## config.mk

```make
export PLATFORM = sky130hd
export DESIGN_NAME = wave_logic_unit_flat
export DESIGN_NICKNAME = d
export VERILOG_FILES = /design/src/rtl/wave_logic_unit_pkg.sv /design/src/rtl/wave_logic_unit_if.sv /design/src/rtl/wave_logic_unit_sine_rom.sv /design/src/rtl/wave_logic_unit.sv /design/src/flat_wrapper.sv
export SDC_FILE = /design/constraint.sdc
export NUM_CORES = 1
export LEC_CHECK = 0
export BUFFER_PORTS_ARGS = -buffer_cell sky130_fd_sc_hd__clkbuf_2
export CAP_MARGIN = 0
export CORE_UTILIZATION = 39
export DETAILED_ROUTE_END_ITERATION = 16
export SETUP_SLACK_MARGIN = 0.02
export SYNTH_ARGS = -nofsm -noshare
export SYNTH_HDL_FRONTEND = slang
export SYNTH_SLANG_ARGS = --single-unit
```

## constraint.sdc

```tcl
create_clock -name clock -period 6.4 [get_ports clock]
set_input_delay 0 -clock clock [delete_from_list [all_inputs] [get_ports clock]]
set_output_delay 0 -clock clock [all_outputs]
set_load 0.1 [all_outputs]
```

## src/rtl/wave_logic_unit_pkg.sv

```systemverilog
// Shared constants for the wave generator: semitone period ROM and height-path scaling.
package wave_pkg;

    localparam int          NUM_FREQ      = 25;
    localparam logic [4:0]  NO_WAVE_ID    = 5'd31;
    localparam logic [9:0]  WAVE_BASELINE = 10'd384;
    localparam int          WAVE_AMP      = 128;
    localparam int          C_FREQ_SHIFT  = 18;

    // round(1024 * 2^(-n/12)), n = 0..24
    localparam logic [10:0] PERIOD_ROM [NUM_FREQ] = '{
        11'd1024, 11'd967, 11'd912, 11'd861, 11'd813, 11'd767, 11'd724, 11'd683,
        11'd645,  11'd609, 11'd575, 11'd542, 11'd512, 11'd483, 11'd456, 11'd431,
        11'd406,  11'd384, 11'd362, 11'd342, 11'd323, 11'd304, 11'd287, 11'd271,
        11'd256
    };

    typedef enum logic [1:0] {
        IDLE,
        DIVIDE,
        COMMIT
    } wave_state_t;

    function automatic logic [10:0] period_of(input logic [4:0] id);
        return (id < 5'(NUM_FREQ)) ? PERIOD_ROM[id] : 11'd1024;
    endfunction

endpackage

```

## src/rtl/wave_logic_unit_if.sv

```systemverilog
// Request/response bundle between the physics blender (master) and one wave channel (slave).
interface wave_logic_unit_if;

    logic [4:0]  freq_id;
    logic        new_f;
    logic [9:0]  index;
    logic [9:0]  wave_height;
    logic [10:0] period;
    logic [10:0] c_freq;
    logic        wave_ready;

    modport master (
        output freq_id, new_f, index,
        input  wave_height, period, c_freq, wave_ready
    );

    modport slave (
        input  freq_id, new_f, index,
        output wave_height, period, c_freq, wave_ready
    );

endinterface

```

## src/rtl/wave_logic_unit_sine_rom.sv

```systemverilog
// Quarter-wave sine table with quadrant folding; 1-cycle registered signed output.
// No backpressure: accepts a new phase every cycle.
module sine_rom
    import wave_pkg::*;
(
    input  logic              clock,
    input  logic              reset,
    input  logic [9:0]        i_phase,
    output logic signed [8:0] o_s
);

    localparam longint PI_Q30 = 64'sd3373259426;

    // Elaboration-time round(WAVE_AMP * sin(pi*j/512)) via Q30 Taylor series.
    function automatic int q_value(input int j);
        longint x;
        longint x2;
        longint term;
        longint acc;
        x    = (PI_Q30 * longint'(j)) / 512;
        x2   = (x * x) >>> 30;
        term = x;
        acc  = x;
        for (int k = 1; k <= 8; k++) begin
            term = -((term * x2) >>> 30) / longint'((2 * k) * (2 * k + 1));
            acc  = acc + term;
        end
        return int'((acc * WAVE_AMP + (64'sd1 <<< 29)) >>> 30);
    endfunction

    logic [7:0] w_qtab [257];

    for (genvar g = 0; g < 257; g++) begin : g_qtab
        localparam int QV = q_value(g);
        assign w_qtab[g] = 8'(QV);
    end

    logic [7:0]        w_j;
    logic [8:0]        w_idx;
    logic [7:0]        w_mag;
    logic signed [8:0] w_mag_s;
    logic signed [8:0] r_s;

    assign w_j     = i_phase[7:0];
    assign w_idx   = i_phase[8] ? (9'd256 - {1'b0, w_j}) : {1'b0, w_j};
    assign w_mag   = w_qtab[w_idx];
    assign w_mag_s = $signed({1'b0, w_mag});

    always_ff @(posedge clock) begin
        if (reset) begin
            r_s <= '0;
        end else begin
            r_s <= i_phase[9] ? -w_mag_s : w_mag_s;
        end
    end

    assign o_s = r_s;

endmodule

```

## src/rtl/wave_logic_unit.sv

```systemverilog
// Per-channel wave generator: period/c_freq load commits 21 cycles after new_f; height 2 cycles after index.
// No backpressure: one index per cycle; a new_f while dividing restarts the load.
module wave_logic_unit
    import wave_pkg::*;
(
    input  logic             clock,
    input  logic             reset,
    wave_logic_unit_if.slave bus
);

    localparam logic [4:0]  DIV_STEPS = 5'(C_FREQ_SHIFT + 1);
    localparam logic [18:0] DIV_BASE  = 19'(1) << C_FREQ_SHIFT;

    wave_state_t       r_state;
    logic [4:0]        r_pend_id;
    logic [4:0]        r_cnt;
    logic [10:0]       r_den;
    logic [18:0]       r_num;
    logic [10:0]       r_rem;
    logic [10:0]       r_quo;
    logic [4:0]        r_cur_id;
    logic [10:0]       r_period;
    logic [10:0]       r_cfreq;
    logic              r_ready;
    logic [9:0]        r_phase;
    logic              r_nowave_p1;
    logic              r_nowave_p2;

    logic [10:0]       w_pend_period;
    logic [11:0]       w_trial;
    logic              w_fits;
    logic [20:0]       w_prod;
    logic [9:0]        w_phase;
    logic signed [8:0] w_s;

    assign w_pend_period = period_of(r_pend_id);
    assign w_trial       = {r_rem, r_num[18]};
    assign w_fits        = w_trial >= {1'b0, r_den};

    // Quotient never exceeds 11 bits, so the upper quotient bits are dropped as they shift out.
    always_ff @(posedge clock) begin
        if (reset) begin
            r_state   <= IDLE;
            r_pend_id <= NO_WAVE_ID;
            r_cnt     <= '0;
            r_den     <= 11'd1024;
            r_num     <= '0;
            r_rem     <= '0;
            r_quo     <= '0;
            r_cur_id  <= NO_WAVE_ID;
            r_period  <= 11'd1024;
            r_cfreq   <= 11'd256;
            r_ready   <= 1'b0;
        end else begin
            r_ready <= 1'b0;
            case (r_state)
                IDLE: begin
                    r_cnt <= '0;
                end
                DIVIDE: begin
                    if (r_cnt == 5'd0) begin
                        // First DIVIDE cycle fetches the period for the latched id.
                        r_den <= w_pend_period;
                        r_num <= DIV_BASE + 19'(w_pend_period >> 1);
                        r_rem <= '0;
                        r_quo <= '0;
                    end else begin
                        r_rem <= w_fits ? 11'(w_trial - {1'b0, r_den}) : w_trial[10:0];
                        r_num <= {r_num[17:0], 1'b0};
                        r_quo <= {r_quo[9:0], w_fits};
                    end
                    r_cnt <= r_cnt + 5'd1;
                    if (r_cnt == DIV_STEPS) begin
                        r_state <= COMMIT;
                    end
                end
                COMMIT: begin
                    r_cur_id <= r_pend_id;
                    r_period <= r_den;
                    r_cfreq  <= r_quo;
                    r_ready  <= 1'b1;
                    r_state  <= IDLE;
                end
                default: r_state <= IDLE;
            endcase
            // A request always wins over the divider, but a commit in this cycle still lands.
            if (bus.new_f) begin
                r_pend_id <= bus.freq_id;
                r_cnt     <= '0;
                r_state   <= DIVIDE;
            end
        end
    end

    assign w_prod  = 21'(bus.index) * 21'(r_cfreq);
    assign w_phase = 10'(w_prod >> 8);

    always_ff @(posedge clock) begin
        if (reset) begin
            r_phase     <= '0;
            r_nowave_p1 <= 1'b1;
            r_nowave_p2 <= 1'b1;
        end else begin
            r_phase     <= w_phase;
            r_nowave_p1 <= (r_cur_id >= 5'(NUM_FREQ));
            r_nowave_p2 <= r_nowave_p1;
        end
    end

    sine_rom u_sine_rom (
        .clock   (clock),
        .reset   (reset),
        .i_phase (r_phase),
        .o_s     (w_s)
    );

    assign bus.wave_height = r_nowave_p2 ? WAVE_BASELINE : (WAVE_BASELINE - {w_s[8], w_s});
    assign bus.period      = r_period;
    assign bus.c_freq      = r_cfreq;
    assign bus.wave_ready  = r_ready;

endmodule

```

## src/flat_wrapper.sv

```systemverilog
// flat-port wrapper written by rule: the top's interface ports become plain ports
module wave_logic_unit_flat import wave_pkg::*;
  (clock, reset, bus_freq_id, bus_new_f, bus_index, bus_wave_height, bus_period, bus_c_freq, bus_wave_ready);
  wave_logic_unit_if bus_i ();
  input  logic clock;
  input  logic reset;
  input wire logic [$bits(bus_i.freq_id)-1:0] bus_freq_id;
  input wire logic [$bits(bus_i.new_f)-1:0] bus_new_f;
  input wire logic [$bits(bus_i.index)-1:0] bus_index;
  output wire logic [$bits(bus_i.wave_height)-1:0] bus_wave_height;
  output wire logic [$bits(bus_i.period)-1:0] bus_period;
  output wire logic [$bits(bus_i.c_freq)-1:0] bus_c_freq;
  output wire logic [$bits(bus_i.wave_ready)-1:0] bus_wave_ready;
  assign bus_i.freq_id = bus_freq_id;
  assign bus_i.new_f = bus_new_f;
  assign bus_i.index = bus_index;
  assign bus_wave_height = bus_i.wave_height;
  assign bus_period = bus_i.period;
  assign bus_c_freq = bus_i.c_freq;
  assign bus_wave_ready = bus_i.wave_ready;
  wave_logic_unit u_core (.clock(clock), .reset(reset), .bus(bus_i));
endmodule
```

# Word level (Yosys, flattened, before mapping)
# Memory sizes are Yosys's and may differ from the RTL's.
# Cells that the tools add are included.
dict set report classes {
  muxes 17
  shift 0
  multipliers 1
  n_lt_le_gt_ge 5
  reduce_logical 8
  n_bitwise 4
  div_mod_pow 0
  eq_ne 6
  add_sub_neg 6
}
# operator n
set op_table {}
lappend op_table {{$mux 11} 6}
lappend op_table {{$mux 8} 3}
lappend op_table {{$add 19x10->19 const A} 1}
lappend op_table {{$mux 19} 1}
lappend op_table {{$mul 10x11->18} 1}
lappend op_table {{$ge 12x11->1} 1}
lappend op_table {{$sub 11x11->11} 1}
lappend op_table {{$ge 10x10->1 const B} 1}
lappend op_table {{$mux 10} 1}
lappend op_table {{$not 9->10} 1}
lappend op_table {{$pmux 5 s2} 1}
lappend op_table {{$sub 9x10->10 const A} 1}
lappend op_table {{$mux 9} 1}
lappend op_table {{$neg 8->9} 1}
lappend op_table {{$sub 9x8->9 const A} 1}
lappend op_table {{$ge 6x6->1 const B} 1}
lappend op_table {{$not 5->6} 1}
lappend op_table {{$reduce_and 2->1} 3}
lappend op_table {{$add 5x1->5 const B} 1}
lappend op_table {{$eq 5x5->1 const B} 1}
lappend op_table {{$ge 5x5->1 const B} 1}
lappend op_table {{$logic_not 5->1} 1}
lappend op_table {{$lt 5x5->1 const B} 1}
lappend op_table {{$pmux 2 s2} 1}
lappend op_table {{other kinds (11)} 14}
dict set report word_totals {
  memories 2
  mem_bits_rw 0
  word_cells 66
  input_bits 18
  out_inout_bits 33
  latchBits 0
  register_bits 113
  romBits 4448
}
# memory words width read_ports rd_clocked_by_memory_dff write_ports line
set memory_table {}
lappend memory_table {{(no name shown)} 512 8 1 0 0 wave_logic_unit_sine_rom.sv:46} ;# assign w_mag = w_qtab[w_idx];
lappend memory_table {{(no name shown)} 32 11 1 0 0 wave_logic_unit_pkg.sv:25} ;# return (id < 5'(NUM_FREQ)) ? PERIOD_ROM[id] : 11'd1024;

# Depth between registers and ports, before layout
# Gate-level depths: netlist of run 1.
dict set report depth {
  depth_word 8
  ltp_mapped 21
  ltp_nobuf 20
}

# Cells and area by module
# Synthesis of run 1 repeated with hierarchy kept, for this count alone.
dict set report hier_totals {
  cells_unflattened 1336
  hier_area_um2 10580.1
}
# mod n_inst seq_area_each_um2 cells_per_inst area_per_inst_um2
set modules_own_cells {}
lappend modules_own_cells {wave_logic_unit 1 2082.0 956 7977.7}
lappend modules_own_cells {sine_rom 1 180.2 380 2602.5}

# Worst setup path after synthesis of run 1
# OpenSTA, ideal clock, no wires.
dict set report synth_path {
  path_type {reg-to-reg}
  startpoint {register u_core.r_cfreq[5] (netlist: u_core.bus.c_freq[5])}
  endpoint {register u_core.r_phase[9]}
  stages_incl_launch_ff 22
  required_ps 6272
  path_slack_ps 538
  setup_time_ps 128
  arrival_ps 5734
  period_less_slack_ps 5862
  n_path_buf 1
  cell_sequence {dfxtp_1 -> clkbuf_1 -> nand2_1 -> fa_1 -> inv_1 -> fa_1 -> inv_1 -> fa_1 -> inv_1 -> fa_1 -> inv_1 -> fa_1 -> inv_1 -> ha_1 -> nand4_1 -> nor3_1 -> nor2_1 -> a311oi_1 -> a211oi_1 -> o21ai_0 -> xnor2_1 -> nor2_1}
}
dict set report synth_between {
  elab_chain_len 1
}
# item line
set synth_lines {}
lappend synth_lines {{start: declaration} wave_logic_unit.sv:23} ;# logic [10:0] r_cfreq;
lappend synth_lines {{start signal: assignment} wave_logic_unit.sv:80} ;# r_cfreq <= r_quo;
lappend synth_lines {{$mul 10x11->18} wave_logic_unit.sv:95} ;# assign w_prod = 21'(bus.index) * 21'(r_cfreq);
lappend synth_lines {{end signal: assignment} wave_logic_unit.sv:104} ;# r_phase <= w_phase;
lappend synth_lines {{end: declaration} wave_logic_unit.sv:25} ;# logic [9:0] r_phase;
# No other way between the ends.
# A chain may end at the register's enable or synchronous reset.

# Worst setup path in the final report of run 1
# Same ends and word-level chain as after synthesis.

==> results.yml, run 1 <==
grt:
  grt_remaining_overflow: 0
  first_global_vias: 8230
  top_usage_layer: "met2"
  grt_util_met2: 0.3053
  grt_max_degree: 72
  use_met1: 0.2588
  grt_first_pass_wirelength_mm: 41.39
  grt_usage: 0.1896
  antenna_found_initial: 0
  met3_usage: 0.02687
pwr:
  p_int_uw: 1454
  seq_power_share: 0.351
  total_power_uw: 2161
  p_leak_uw: 0.004835
  pwr-share-comb: 0.225
  powerDensity_nw_per_um2: 189.9
  max-vdd-ir-drop_mv: 0.1881
  power.switching_uw: 706.7
  clkPwrFrac: 0.425
  switching_share: 0.3271
clock_tree:
  clockBufferDepth: 2
  clk_latency_ns: 0.42
  clk_pin_slew_worst_paths_ns: 0.06
  htreeDepth: 4
  cts_buffers: 17
  post-cts-setup-buffers: 0
  cts_tree: "built"
  clock-root-buffer: "clkbuf_16"
  cts_sinks: 113
critical_path:
  reg2reg_to: "u_core.r_phase[9]"
  path_buf_inv: 5
  crit_arrival_ns: 5.87
  cp.required_ns: 6.67
  rr_startpoint: "u_core.bus.c_freq[5]"
  worstSetupStartpointType: "flop"
  crit_fanout: 12
  reg2reg_setup_slack_ns: 0.80
  path_cells: "nand2_1 -> fa_1 -> inv_1 -> fa_1 -> inv_1 -> fa_1 -> inv_1 -> fa_1 -> inv_1 -> fa_1 -> inv_1 -> ha_1 -> nand4_1 -> nor3_1 -> nor2_1 -> a311oi_1 -> a211oi_1 -> o21ai_0 -> xnor2_1 -> nor2_1"
  slowest_delay_ns: 0.55
  rr_worst_depth: 20
  cp-end-kind: "flop"
  cpMaxStageDelayCell: "dfxtp_1"
  crit_family: "adder cells"
  crit_type: "flop to flop"
floorplan:
  dieHeight_um: 164.5
  core_area_um2: 25980
  dieArea_um2: 27050
  rows: 59
  die_w_um: 164.5
  pin_count: 51
  start_util: 0.3961
synth:
  yosysUniqueCellTypes: 84
  yosys.area_share.xor_xnor: 0.04728
  synthTopCellsByCount: "196 x nand2_1, 113 x dfxtp_1, 107 x inv_1"
  synthCells: 1312
  synth-compound-area-share: 0.1781
  netlist_area_um2: 10290
  async_reset_ff_frac: 0
  synth_top_area_frac: 0.2198
  synthMuxAreaShare: 0.02273
  netlist_top_cells_area: "dfxtp_1 22%, fa_1 13%, ha_1 8.9%"
  synth_top_family_by_area: "simple AND/OR/NAND/NOR gates"
  synth_fp_nets: 1471
  synth_flop_cell: "dfxtp_1"
  avgSynthCellArea_um2: 7.846
  ys_ff_latch: 113
  ys_seq_area_frac: 0.2198
  synth_most_common_cell: "nand2_1"
  synth_adder_area_share: 0.2220
  yosysWarnings: 0
  synth_edf_count: 0
  synth_top_area_cell: "dfxtp_1"
  synth-simple-area-share: 0.2311
drt:
  ant_nets: 0
  first_iter_violations: 641
  via_per_inst: 5.451
  wl_mm: 25.09
  num_vias: 9076
  drt_pass1_iterations: 5
  wl_per_cell_um: 15.07
  drc: 0
final_layout:
  nets: 1476
  antennaDiodeCount: 0
  fin_util: 0.4379
  area_growth_pct: 10.54
  drive_gt1_frac: 0.1015
  stdcell_area_um2: 11380
worst_hold_path:
  whs_path_depth: 4
  hold-path-endpoint: "u_core.r_pend_id[4]"
  hp-class: "input pin to flop"
  hp-start: "bus_freq_id[4]"
timing:
  max_freq_ghz: 0.1786
  rsz0062_at_grt: "no"
  hold_violations: 0
  slew_violations: 0
  final.period_utilization: 0.8751
  fin_crit_ns: 5.601
  hold_ws_ns: 0.3498
  finClkSkew_ns: 0.007897
  tns_ns: 0
  setup_violations: 0
  relSlewSlack: 0.3433
  worst_slew_pin_slew_ns: 0.9822
placed_design:
  gp_congestion: 0.8605
  place_area_um2: 10700
  place_hpwl_mm: 18.23
  numPortBuffers: 50
status:
  status: "finished, final reports clean"
flow_run:
  maxCapViolations: 0
==> what timing repair did <==
| item | 4_1_cts | 5_1_grt |
|---|---|---|
| hold endpoints to repair | 19 | 0 |
| setup endpoints to repair | 0 | 0 |
| hold buffers | 10 | 0 |
| resized for setup | 0 | 0 |
==> routing by layer <==
metal	vias to the layer above	part of all wire
li1	4453	-
met1	4335	0.46
met2	239	0.48
met3	49	0.045
met4	0	0.020
met5	-	0
==> tightest hold or removal path, cell delays in order <==
cell	delay (ns)
dlygate4sd3_1	0.53
clkbuf_2	0.10
mux2i_1	0.06
nand2_1	0.06
==> worst max path at each step <==
stage                          from           endpoint  slack (ns)  cells after the start
5_1_grt        u_core.bus.c_freq[6]  u_core.r_phase[9]        0.31                     20
6_report       u_core.bus.c_freq[5]  u_core.r_phase[9]        0.80                     20
2_1_floorplan  u_core.bus.c_freq[5]  u_core.r_phase[9]        0.54                     21
3_5_place_dp   u_core.bus.c_freq[6]  u_core.r_phase[9]        0.80                     20
4_1_cts        u_core.bus.c_freq[6]  u_core.r_phase[9]        0.78                     20
3_3_place_gp   u_core.bus.c_freq[6]  u_core.r_phase[9]        0.91                     20
==> metrics by stage <==
step | setup WS [ns] | std cells
2_1_floorplan | 0.5382 | 1312
4_1_cts | 0.7831 | 1665
3_3_place_gp | 0.9136 | 1623
5_1_grt | 0.3141 | 1665
6_report | 0.7993 | 1665
3_5_place_dp | 0.8029 | 1623
==> cells in the final DEF (no fill, tap or decap), drive strengths merged, types with 7 or more instances in the layout <==
master | Yosys | final
a211oi | 16 | 16
a21oi | 88 | 88
a221oi | 7 | 7
a22oi | 8 | 8
a31oi | 19 | 19
and2 | 60 | 60
buf | 31 | 17
clkbuf | 59 | 66
dfxtp | 113 | 113
dlygate4sd3 | 0 | 10
fa | 68 | 68
ha | 73 | 73
inv | 110 | 117
mux2i | 20 | 20
nand2 | 198 | 198
nand2b | 14 | 14
nand3 | 51 | 51
nand4 | 7 | 7
nor2 | 94 | 94
nor2b | 15 | 15
nor3 | 28 | 28
nor4 | 8 | 8
o211ai | 22 | 22
o21ai | 54 | 54
o31ai | 11 | 11
or3 | 7 | 7
xnor2 | 37 | 37
xor2 | 16 | 16
==> final cells by class <==
type                    count  area (µm²)
multi-input cells         998        7234
inverters                 111       416.7
fillers                  2653       14610
clock buffers              17       425.4
well taps                 335       419.2
repair buffers             76       470.5
flip-flops and latches    113        2262
clock inverters            15       150.1
==> power by group through the flow <==
stage	registers, µW	clock network, µW	logic [µW]
after floorplan	756	0	390
after global placement	772	0	471
after detailed placement	773	0	473
after CTS	757	939	481
after global routing	761	970	537
final	758	918	485
==> logic make-up after synthesis <==
group | count (synthesis)
flops | 113
mux | 23
simple gates | 501
compound gates | 279
fa+ha+maj | 142
xor+xnor | 53
buf+inv | 201
==> registers in the layout, indices dropped and copies added (netlist names) <==
name,count
u_core.r_nowave_p2,1
u_core.r_cnt,5
u_core.r_state,2
u_core.r_nowave_p1,1
u_core.r_pend_id,5
u_core.bus.c_freq,11
u_core.r_rem,11
u_core.r_cur_id,5
u_core.r_quo,11
u_core.r_num,19
u_core.bus.wave_ready,1
u_core.bus.period,11
u_core.u_sine_rom.o_s,9
u_core.r_phase,10
u_core.r_den,11
Note: power is estimated with default switching activity, not from simulation.
==> inputs of run 2 (changes only) <==
--- a/config.mk
+++ b/config.mk
@@ -5,6 +5,7 @@
 export SDC_FILE = /design/constraint.sdc
 export NUM_CORES = 1
 export LEC_CHECK = 0
+export ABC_AREA = 1
 export BUFFER_PORTS_ARGS = -buffer_cell sky130_fd_sc_hd__clkbuf_2
 export CAP_MARGIN = 0
 export CORE_UTILIZATION = 39
==> run 2 against run 1 <==
  * Final cell count increased by 13%
  * Non-clock buffer count is 6 lower
  * Maximum frequency rose by 13%
  * Highest routed layer unchanged
  * Die area is 1.4% lower
  * Setup slack improved by 0.66 ns
  * Sequential power shrank 1%
==> results.yml, run 2 <==
critical_path:
  cp.required_ns: 6.71
  path_cells: "nand2_1 -> inv_1 -> fa_1 -> fa_1 -> fa_1 -> fa_1 -> inv_1 -> fa_1 -> inv_1 -> ha_1 -> a21oi_1 -> o21ai_0 -> a221oi_1 -> nand2_1 -> o21ai_0 -> a21oi_1"
  rr_worst_depth: 16
  crit_type: "flop to flop"
  reg2reg_to: "u_core.r_phase[9]"
  crit_fanout: 12
  cpMaxStageDelayCell: "dfxtp_1"
  worst_path_most_repeated_cell: "fa_1"
  crit_path_end: "u_core.r_phase[9]"
  cp-startpoint: "u_core.bus.c_freq[2]"
  path_depth: 16
  crit_arrival_ns: 5.26
  reg2reg_setup_slack_ns: 1.45
  cp-end-kind: "flop"
  slowest_delay_ns: 0.59
  crit_family: "adder cells"
  path_buf_inv: 3
  rr_startpoint: "u_core.bus.c_freq[2]"
  worstSetupStartpointType: "flop"
synth:
  yosysWarnings: 0
  synthCells: 1512
  synth_edf_count: 0
  synth_top_area_frac: 0.2229
  netlist_top_cells_area: "dfxtp_1 22%, nand2_1 16%, fa_1 13%"
  async_reset_ff_frac: 0
  avgSynthCellArea_um2: 6.713
  synth_most_common_cell: "nand2_1"
  ys_ff_latch: 113
  netlist_area_um2: 10150
  synth_flop_cell: "dfxtp_1"
  synth_top_area_cell: "dfxtp_1"
  yosysUniqueCellTypes: 46
  synthTopCellsByCount: "425 x nand2_1, 223 x inv_1, 115 x a21oi_1"
  synth_fp_nets: 1671
  ys_seq_area_frac: 0.2229
final_layout:
  final_common_cell: "nand2_1"
  multi_input_area_um2: 6663
  final_cell_mix: "425 x nand2_1, 223 x inv_1, 115 x a21oi_1"
  seq_area_um2: 2262
  fill_cells: 2623
  largest_register_ffs: 19
  area_growth_pct: 10.50
  stdcell_count: 1874
  largest-register: "u_core.r_num"
  antennaDiodeCount: 0
  nets: 1691
  drive_gt1_frac: 0.08808
floorplan:
  rows: 58
  core_area_um2: 25330
  pin_count: 51
  dieHeight_um: 163.3
  start_util: 0.4008
  dieArea_um2: 26670
  die_w_um: 163.3
pwr:
  p_int_uw: 1428
  p_leak_uw: 0.005909
  clkPwrFrac: 0.430
  powerDensity_nw_per_um2: 186.0
  power.switching_uw: 658.0
  pwr-share-comb: 0.211
  seq_power_share: 0.359
  max-vdd-ir-drop_mv: 0.2002
  switching_share: 0.3155
placed_design:
  place_inst: 1828
  gp_congestion: 0.9054
  place_hpwl_mm: 19.23
  numPortBuffers: 50
timing:
  final.period_utilization: 0.7727
  finClkSkew_ns: 0.008236
  worst_slew_pin_slew_ns: 0.8076
  slew_violations: 0
  hold_violations: 0
  tns_ns: 0
  relSlewSlack: 0.4608
  max_freq_ghz: 0.2022
  rsz0062_at_grt: "no"
  fin_crit_ns: 4.946
  setup_violations: 0
drt:
  drt_pass1_iterations: 6
  first_iter_violations: 708
  wl_per_cell_um: 13.79
  ant_nets: 0
  wl_mm: 25.85
  num_vias: 9462
  drc: 0
  via_per_inst: 5.049
grt:
  antenna_found_initial: 0
  grt_usage: 0.2072
  grt_max_degree: 66
  grt_remaining_overflow: 0
  first_global_vias: 8931
  grt_first_pass_wirelength_mm: 44.48
clock_tree:
  clk_pin_slew_worst_paths_ns: 0.06
  cts_buffers: 17
  clockBufferDepth: 2
  cts_resized: 0
  cts_tree: "built"
  cts_sinks: 113
  htreeDepth: 4
  post-cts-setup-buffers: 0
  clk_latency_ns: 0.42
  clock-root-buffer: "clkbuf_16"
worst_hold_path:
  hp-class: "input pin to flop"
flow_run:
  maxCapViolations: 0
status:
  status: "finished, final reports clean"
run 2: how the worst min path moves through the flow:
stage | startpoint | slack, ns | end | cells after the start
after floorplan | bus_new_f | 0.12 | u_core.r_pend_id[4] | 2
after global placement | bus_freq_id[1] | 0.23 | u_core.r_pend_id[1] | 3
after detailed placement | bus_freq_id[1] | 0.22 | u_core.r_pend_id[1] | 3
after CTS | reset | 0.19 | u_core.r_state[0] | 3
after global routing | reset | 0.24 | u_core.r_state[0] | 3
final | reset | 0.19 | u_core.r_state[0] | 3
run 2: worst min-delay path, stage by stage:
cell      delay [ns]
clkbuf_2        0.08
buf_4           0.33
nor2_1          0.16
run 2: metrics by stage:
step	util	hold slack, ns	setup WS [ns]	power, µW	area (µm²)
after detailed placement	0.4149	0.2233	1.528	1190	10510
after floorplan	-	0.1223	1.096	1105	10150
after global placement	0.4149	0.2259	1.665	1188	10510
after CTS	0.4428	0.1855	1.493	2097	11220
after global routing	0.4428	0.2392	1.161	2205	11220
final	0.4428	0.1917	1.454	2086	11220
run 2: logic make-up after synthesis:
group,Yosys count,synth area share
and+or+nand+nor,690,0.2846
xor gates and xnor gates,13,0.01122
AOI/OAI and AO/OA,251,0.1360
buffers and inverters,304,0.1212
DFF,113,0.2229
adders and majority gates,141,0.2241
run 2: repair_timing:
action	CTS	global route
endpoints found under the hold margin	6	0
setup endpoints to repair	0	0
hold buffers	15	0
run 2: area by class of cell:
cell class              instances  share of cell area
clock buffers                  22             0.04228
flip-flops and latches        113              0.2017
clock inverters                 9            0.007474
well taps                     330             0.03681
inverters                     235             0.07865
multi-input cells            1095              0.5940
repair buffers                 70             0.03904
run 2: power by group through the flow:
stage                     logic [µW]  clock network (µW)  registers (µW)
final                            439                 898             749
after global routing             503                 949             753
after CTS                        437                 911             749
after detailed placement         426                   0             764
after global placement           424                   0             764
after floorplan                  351                   0             755
run 2: per-layer routing:
metal / wire (µm) / GRT usage / share of wire
met4: 410 / 0.05523 / 0.016
met5: 0 / 0 / 0
met1: 12380 / 0.3003 / 0.48
met2: 11810 / 0.3201 / 0.46
met3: 1243 / 0.02743 / 0.048
